===== config.mk =====
export PLATFORM = sky130hd
export DESIGN_NAME = dll_lock_fsm_flat
export DESIGN_NICKNAME = d
export VERILOG_FILES = /design/src/rtl/dll_lock_pkg.sv /design/src/rtl/dll_lock_if.sv /design/src/rtl/dll_run_cnt.sv /design/src/rtl/dll_lock_fsm.sv /design/src/flat_wrapper.sv
export SDC_FILE = /design/constraint.sdc
export NUM_CORES = 1
export LEC_CHECK = 0
export ABC_AREA = 1
export BUFFER_PORTS_ARGS = -buffer_cell sky130_fd_sc_hd__buf_2
export CORE_UTILIZATION = 40
export DETAILED_ROUTE_END_ITERATION = 16
export GPL_TIMING_DRIVEN = 0
export SETUP_SLACK_MARGIN = 0.5
export SLEW_MARGIN = 15
export SYNTH_ARGS = -nofsm -noshare
export SYNTH_HDL_FRONTEND = slang
export SYNTH_SLANG_ARGS = --single-unit

===== constraint.sdc =====
create_clock -name clk_i -period 3.8 [get_ports clk_i]
set_clock_uncertainty 0.15 [all_clocks]
set_input_delay 0.38 -clock clk_i [delete_from_list [all_inputs] [get_ports clk_i]]
set_output_delay 0.38 -clock clk_i [all_outputs]
set_load 0.01 [all_outputs]

===== src/rtl/dll_lock_pkg.sv =====
// Shared definitions for the DLL lock controller: state encoding and the
// default run-length thresholds used by dll_lock_fsm.
package dll_lock_pkg;

    typedef enum logic [1:0] {
        IDLE   = 2'd0,
        ACQ    = 2'd1,
        TRACK  = 2'd2,
        LOCKED = 2'd3
    } dll_state_t;

    localparam int DEF_CNT_W      = 6;
    localparam int DEF_ACQ_CNT    = 16;
    localparam int DEF_UNLOCK_CNT = 4;
    localparam int DEF_LOCK_CNT   = 32;

endpackage


===== src/rtl/dll_lock_if.sv =====
// Front-end / loop-side signal bundle of the DLL lock controller.
// master: PFD/FLD front end plus loop observer; slave: dll_lock_fsm.
interface dll_lock_if;

    logic       up_pfd_i;
    logic       down_pfd_i;
    logic       up_fld_i;
    logic       down_fld_i;
    logic       lock_fld_i;
    logic       el_validb_i;
    logic       up_o;
    logic       down_o;
    logic       pfd_sel_o;
    logic       lock_o;
    logic [1:0] state_o;

    modport master (
        output up_pfd_i, down_pfd_i, up_fld_i, down_fld_i, lock_fld_i, el_validb_i,
        input  up_o, down_o, pfd_sel_o, lock_o, state_o
    );

    modport slave (
        input  up_pfd_i, down_pfd_i, up_fld_i, down_fld_i, lock_fld_i, el_validb_i,
        output up_o, down_o, pfd_sel_o, lock_o, state_o
    );

endinterface


===== src/rtl/dll_run_cnt.sv =====
// Saturating consecutive-run counter. hit_o flags the cycle whose sample
// completes a run of thr_i consecutive run_i cycles, so the caller can act
// on that same clock edge.
module dll_run_cnt #(
    parameter int CNT_W = 6
) (
    input  logic             clk_i,
    input  logic             rstb_i,
    input  logic             run_i,
    input  logic             clr_i,
    input  logic [CNT_W-1:0] thr_i,
    output logic             hit_o
);

    logic [CNT_W-1:0] cnt_q;
    logic [CNT_W:0]   cnt_inc;

    assign cnt_inc = {1'b0, cnt_q} + (CNT_W+1)'(1);
    assign hit_o   = run_i && (cnt_inc >= {1'b0, thr_i});

    // Count while the condition holds, hold at all-ones, drop to zero otherwise.
    always_ff @(posedge clk_i or negedge rstb_i) begin
        if (!rstb_i) begin
            cnt_q <= '0;
        end else if (clr_i || !run_i) begin
            cnt_q <= '0;
        end else if (cnt_q != '1) begin
            cnt_q <= cnt_inc[CNT_W-1:0];
        end
    end

endmodule


===== src/rtl/dll_lock_fsm.sv =====
// DLL lock controller: steers the delay-line UP/DOWN command between the
// false-lock detector (ACQ) and the PFD (TRACK/LOCKED) with run-length
// hysteresis, and raises a qualified lock flag.
// Build option: DLL_LOCK_SYNC_EN adds a 2-flop synchronizer on every
// non-clock/reset input (latency 3 clocks instead of 1).
//
// state  | meaning
// IDLE   | early-late inputs invalid or just out of reset; outputs blanked
// ACQ    | FLD steering, waiting for ACQ_CNT in-window cycles
// TRACK  | PFD steering, waiting for LOCK_CNT in-window cycles
// LOCKED | PFD steering, lock_o asserted
module dll_lock_fsm
    import dll_lock_pkg::*;
#(
    parameter int CNT_W      = DEF_CNT_W,
    parameter int ACQ_CNT    = DEF_ACQ_CNT,
    parameter int UNLOCK_CNT = DEF_UNLOCK_CNT,
    parameter int LOCK_CNT   = DEF_LOCK_CNT
) (
    input  logic     clk_i,
    input  logic     rstb_i,
    dll_lock_if.slave bus
);

    localparam logic [CNT_W-1:0] ACQ_THR    = CNT_W'(ACQ_CNT);
    localparam logic [CNT_W-1:0] UNLOCK_THR = CNT_W'(UNLOCK_CNT);
    localparam logic [CNT_W-1:0] LOCK_THR   = CNT_W'(LOCK_CNT);

    logic [5:0] in_raw, in_s;
    logic       up_pfd, down_pfd, up_fld, down_fld, lock_fld, el_validb;

    assign in_raw = {bus.up_pfd_i, bus.down_pfd_i, bus.up_fld_i,
                     bus.down_fld_i, bus.lock_fld_i, bus.el_validb_i};

`ifdef DLL_LOCK_SYNC_EN
    logic [5:0] sync1_q, sync2_q;

    // Two-stage resynchronisation of the front-end inputs into clk_i.
    always_ff @(posedge clk_i or negedge rstb_i) begin
        if (!rstb_i) begin
            sync1_q <= '0;
            sync2_q <= '0;
        end else begin
            sync1_q <= in_raw;
            sync2_q <= sync1_q;
        end
    end

    assign in_s = sync2_q;
`else
    assign in_s = in_raw;
`endif

    assign {up_pfd, down_pfd, up_fld, down_fld, lock_fld, el_validb} = in_s;

    dll_state_t       state_q, state_nxt;
    logic             up_q, down_q, sel_q, lock_q;
    logic             up_nxt, down_nxt, sel_nxt, lock_nxt;
    logic             cnt_clr, hit_one, hit_zero;
    logic [CNT_W-1:0] one_thr;

    // The in-window counter serves both ACQ->TRACK and TRACK->LOCKED.
    assign one_thr = (state_q == ACQ) ? ACQ_THR : LOCK_THR;
    assign cnt_clr = (state_nxt != state_q) || el_validb;

    dll_run_cnt #(.CNT_W(CNT_W)) u_cnt_one (
        .clk_i  (clk_i),
        .rstb_i (rstb_i),
        .run_i  (lock_fld),
        .clr_i  (cnt_clr),
        .thr_i  (one_thr),
        .hit_o  (hit_one)
    );

    dll_run_cnt #(.CNT_W(CNT_W)) u_cnt_zero (
        .clk_i  (clk_i),
        .rstb_i (rstb_i),
        .run_i  (!lock_fld),
        .clr_i  (cnt_clr),
        .thr_i  (UNLOCK_THR),
        .hit_o  (hit_zero)
    );

    // Next state plus next registered outputs; steering follows the current
    // state, while pfd_sel/lock track the state being entered.
    always_comb begin
        state_nxt = state_q;
        up_nxt    = 1'b0;
        down_nxt  = 1'b0;
        if (el_validb) begin
            state_nxt = IDLE;
        end else begin
            case (state_q)
                IDLE: state_nxt = ACQ;
                ACQ: begin
                    up_nxt   = up_fld & ~down_fld;
                    down_nxt = down_fld & ~up_fld;
                    if (hit_one) state_nxt = TRACK;
                end
                TRACK: begin
                    up_nxt   = up_pfd;
                    down_nxt = down_pfd;
                    if (hit_one)       state_nxt = LOCKED;
                    else if (hit_zero) state_nxt = ACQ;
                end
                LOCKED: begin
                    up_nxt   = up_pfd;
                    down_nxt = down_pfd;
                    if (hit_zero) state_nxt = ACQ;
                end
                default: state_nxt = IDLE;
            endcase
        end
        sel_nxt  = (state_nxt == TRACK) || (state_nxt == LOCKED);
        lock_nxt = (state_nxt == LOCKED);
    end

    // State and output registers.
    always_ff @(posedge clk_i or negedge rstb_i) begin
        if (!rstb_i) begin
            state_q <= IDLE;
            up_q    <= 1'b0;
            down_q  <= 1'b0;
            sel_q   <= 1'b0;
            lock_q  <= 1'b0;
        end else begin
            state_q <= state_nxt;
            up_q    <= up_nxt;
            down_q  <= down_nxt;
            sel_q   <= sel_nxt;
            lock_q  <= lock_nxt;
        end
    end

    assign bus.up_o      = up_q;
    assign bus.down_o    = down_q;
    assign bus.pfd_sel_o = sel_q;
    assign bus.lock_o    = lock_q;
    assign bus.state_o   = state_q;

endmodule


===== src/flat_wrapper.sv =====
// flat-port wrapper written by rule: the top's interface ports become plain ports
module dll_lock_fsm_flat import dll_lock_pkg::*;
#(
    parameter int CNT_W      = DEF_CNT_W,
    parameter int ACQ_CNT    = DEF_ACQ_CNT,
    parameter int UNLOCK_CNT = DEF_UNLOCK_CNT,
    parameter int LOCK_CNT   = DEF_LOCK_CNT
)
  (clk_i, rstb_i, bus_up_pfd_i, bus_down_pfd_i, bus_up_fld_i, bus_down_fld_i, bus_lock_fld_i, bus_el_validb_i, bus_up_o, bus_down_o, bus_pfd_sel_o, bus_lock_o, bus_state_o);
  dll_lock_if bus_i ();
  input  logic clk_i;
  input  logic rstb_i;
  input wire logic [$bits(bus_i.up_pfd_i)-1:0] bus_up_pfd_i;
  input wire logic [$bits(bus_i.down_pfd_i)-1:0] bus_down_pfd_i;
  input wire logic [$bits(bus_i.up_fld_i)-1:0] bus_up_fld_i;
  input wire logic [$bits(bus_i.down_fld_i)-1:0] bus_down_fld_i;
  input wire logic [$bits(bus_i.lock_fld_i)-1:0] bus_lock_fld_i;
  input wire logic [$bits(bus_i.el_validb_i)-1:0] bus_el_validb_i;
  output wire logic [$bits(bus_i.up_o)-1:0] bus_up_o;
  output wire logic [$bits(bus_i.down_o)-1:0] bus_down_o;
  output wire logic [$bits(bus_i.pfd_sel_o)-1:0] bus_pfd_sel_o;
  output wire logic [$bits(bus_i.lock_o)-1:0] bus_lock_o;
  output wire logic [$bits(bus_i.state_o)-1:0] bus_state_o;
  assign bus_i.up_pfd_i = bus_up_pfd_i;
  assign bus_i.down_pfd_i = bus_down_pfd_i;
  assign bus_i.up_fld_i = bus_up_fld_i;
  assign bus_i.down_fld_i = bus_down_fld_i;
  assign bus_i.lock_fld_i = bus_lock_fld_i;
  assign bus_i.el_validb_i = bus_el_validb_i;
  assign bus_up_o = bus_i.up_o;
  assign bus_down_o = bus_i.down_o;
  assign bus_pfd_sel_o = bus_i.pfd_sel_o;
  assign bus_lock_o = bus_i.lock_o;
  assign bus_state_o = bus_i.state_o;
  dll_lock_fsm #(.CNT_W(CNT_W), .ACQ_CNT(ACQ_CNT), .UNLOCK_CNT(UNLOCK_CNT), .LOCK_CNT(LOCK_CNT)) u_core (.clk_i(clk_i), .rstb_i(rstb_i), .bus(bus_i));
endmodule

==> results.yml <==
die:
  die_h_um: 53.4
  core_area_um2: 2480
  die_x_um: 53.4
  die_area_um2: 2850
  initial_core_util_pct: 42.6
  io_pins: 14
  rows: 18
power:
  p_per_area_nw_per_um2: 298
  ir_drop_mv: 0.211
  leakage_nw: 0.686
clock_tree:
  cts_tree: "built"
  postCtsSetupBuffers: 0
  clockBufferDepth: 2
  cts_root_buf: "clkbuf_4"
  htreeDepth: 1
  cts_sinks: 18
  path_clk_slew_ns: 0.11
  clkLatencyLatePin_ns: 0.29
  cts_buffers: 3
  cts_resized: 0
sta:
  slew-limit-headroom_pct: 71.6
  slew_viol_final: 0
  whs_ns: 0.0990
  period_share_pct: 67.2
  fin_crit_ns: 2.56
  setup_violations: 0
  tightest_slew_ns: 0.425
  rsz0062_at_grt: "false"
  max_freq_ghz: 0.391
  tns_ns: 0
  hold_viol_final: 0
logic_synthesis:
  synth-seq-cells: 18
  synth_top_area_share_pct: 42.7
  syn-num-nets: 144
  synthCells: 130
  yosysWarnings: 0
  synthArstFlopShare_pct: 100
  synth-edff-count: 0
  synth.most_common_cell: "nor2_1"
  synth_cell_types: 20
  ys_seq_area_share_pct: 42.7
  synthFlopType: "dfrtp_1"
  synth.top_cells.by_area: "dfrtp_1 (43%), nor2_1 (10%), nand2_1 (8.5%), ha_1 (7.1%), inv_1 (6.8%)"
  yosysTopAreaCell: "dfrtp_1"
  ys_top_cells_by_count: "nor2_1 (28), nand2_1 (24), inv_1 (19), dfrtp_1 (18), nand3_1 (7)"
  syn_area_um2: 1060
  synth_area_per_cell_um2: 8.12
setup_path:
  r2r_slack_ns: 1.24
  cp_common_cell: "nand3_2"
  path_cells: "ha_1 > nand2_2 > nor2_4 > xor2_1 > inv_1 > ha_1 > nand2_1 > nor2_1 > nand2_1 > o21bai_2 > nand3_2 > nand2_2 > inv_2 > nand3_2 > nand3_2 > nor2_1"
  cp.required_ns: 3.88
  reg2reg_to: "u_core.u_cnt_zero.cnt_q[0]"
  path_max_fanout: 6
  start_kind: "flop"
  critPathCapture: "u_core.u_cnt_zero.cnt_q[0]"
  critPathKind: "reg2reg"
  crit_slowest_cell: "dfrtp_1"
  arrival_ns: 2.63
  slowest_delay_ns: 0.44
  reg2reg_from: "u_core.u_cnt_one.cnt_q[0]"
  critPathCaptureType: "flop"
  reg2regPathDepth: 16
  cp-startpoint: "u_core.u_cnt_one.cnt_q[0]"
placed_design:
  place.gp.congestion: 0.760
  hpwl_um: 1400
  io_buffers: 13
detailed_routing:
  drt-pass1-iter-count: 4
  dr_total_vias: 826
  wl_per_cell_um: 9.87
  wl_um: 1760
  first_iter_violations: 11
  post_drt_via_cell_ratio: 4.64
  drc: 0
  postRouteAntennaNets: 0
cells_and_area:
  final_nets: 163
  fillCellCount: 252
  drive_gt1_share_pct: 21.6
  ff_latch_area_um2: 450
  multi_input_area_um2: 527
  syn_to_final_growth_pct: 14.1
  n_antenna_cell: 0
global_routing:
  use_met2_pct: 25.4
  first_global_vias: 764
  grt_use_met1_pct: 17.7
  antenna_found_initial: 0
  grt_max_degree: 19
  use_met3_pct: 2.01
  busiest_layer: "met2"
  grt_pass1_wl_um: 2990
  track_usage_pct: 14.7
  overflow: 0
run:
  cap_viol_max_count: 0
status:
  status: "finished clean"
worst_hold_path:
  hp-class: "in2reg"
[per-stage QoR]
step	instance area [µm²]	total power, mW	utilization (%)	cells	worst slack, ns
6_report	1200	0.359	48.6	178	1.24
3_5_place_dp	1160	0.243	46.8	173	1.28
4_1_cts	1200	0.365	48.6	178	1.24
5_1_grt	1200	0.375	48.6	178	0.983
2_1_floorplan	1060	0.227	-	130	1.58
3_3_place_gp	1160	0.241	46.8	173	1.35
[logic make-up (layout without fill, tap and decap cells)]
| logic type | count (synthesis) | count (layout) | share of synthesized area, % |
|---|---|---|---|
| flops | 18 | 18 | 42.7 |
| mux | 2 | 2 | 1.90 |
| buf+inv | 21 | 39 | 7.46 |
| simple gates | 73 | 73 | 32.3 |
| compound gates | 3 | 3 | 2.01 |
| fa+ha+maj | 6 | 6 | 7.11 |
| xor+xnor | 7 | 7 | 6.52 |
[worst min path at each step]
| stage | slack, ns | endpoint | depth (start not counted) | startpoint |
|---|---|---|---|---|
| after floorplan | -0.07 | u_core.bus.down_o | 0 | rstb_i |
| after global placement | 0.18 | u_core.u_cnt_one.cnt_q[2] | 1 | rstb_i |
| after detailed placement | 0.19 | u_core.u_cnt_one.cnt_q[2] | 1 | rstb_i |
| after CTS | 0.09 | u_core.bus.up_o | 2 | bus_el_validb_i |
| after global routing | 0.11 | u_core.bus.up_o | 2 | bus_el_validb_i |
| final | 0.1 | u_core.bus.up_o | 2 | bus_el_validb_i |
[flip-flops by register name, indices dropped and copies added (netlist names)]
register / count
u_core.u_cnt_one.cnt_q: 6
u_core.u_cnt_zero.cnt_q: 6
u_core.bus.state_o: 2
u_core.bus.down_o: 1
u_core.bus.lock_o: 1
u_core.bus.pfd_sel_o: 1
u_core.bus.up_o: 1
[placed cells by master, fill, tap and decap left out, drive strengths merged]
cell type,Yosys,layout
inv,21,21
dfrtp,18,18
o21bai,1,1
clkbuf,0,4
nand4,1,1
xnor2,2,2
nand3,12,12
a21oi,2,2
and2,1,1
ha,6,6
xor2,5,5
nor2,31,31
dlygate4sd3,0,1
or2,1,1
mux2i,2,2
buf,0,13
nand2,27,27
[report_power, final]
| part | leakage [nW] | switching [mW] | internal, mW |
|---|---|---|---|
| clock | 0.0210 | 0.0608 | 0.0584 |
| sequential | 0.247 | 0.00463 | 0.196 |
| combinational | 0.418 | 0.0241 | 0.0146 |
| total | 0.686 | 0.0895 | 0.269 |
[what timing repair did]
action,CTS,global route
endpoints found under the hold margin,18,0
endpoints found under the setup margin,0,0
hold buffers,1,0
[critical path, delay by kind of cell (launching register included)]
family,cells,cell delay [ns]
and+or+nand+nor,10,0.94
adders and majority gates,2,0.47
DFF,1,0.44
xor gates and xnor gates,1,0.23
AOI/OAI and AO/OA,1,0.15
buffers and inverters,2,0.11
[per-layer routing]
layer	share of wire [%]	routed length, µm	up-vias
li1	-	-	432
met1	48	851	375
met2	48	835	15
met3	2.9	51	4
met4	0.97	17	0
met5	0	0	-
[layout make-up]
| cell class | count | share of cell area, % |
|---|---|---|
| Multi-Input combinational cell | 91 | 43.7 |
| Sequential cell | 18 | 37.4 |
| Inverter | 21 | 6.54 |
| Timing Repair Buffer | 14 | 6.23 |
| Tap cell | 30 | 3.12 |
| Clock buffer | 4 | 3.01 |
(Power assumes the default switching activity.)
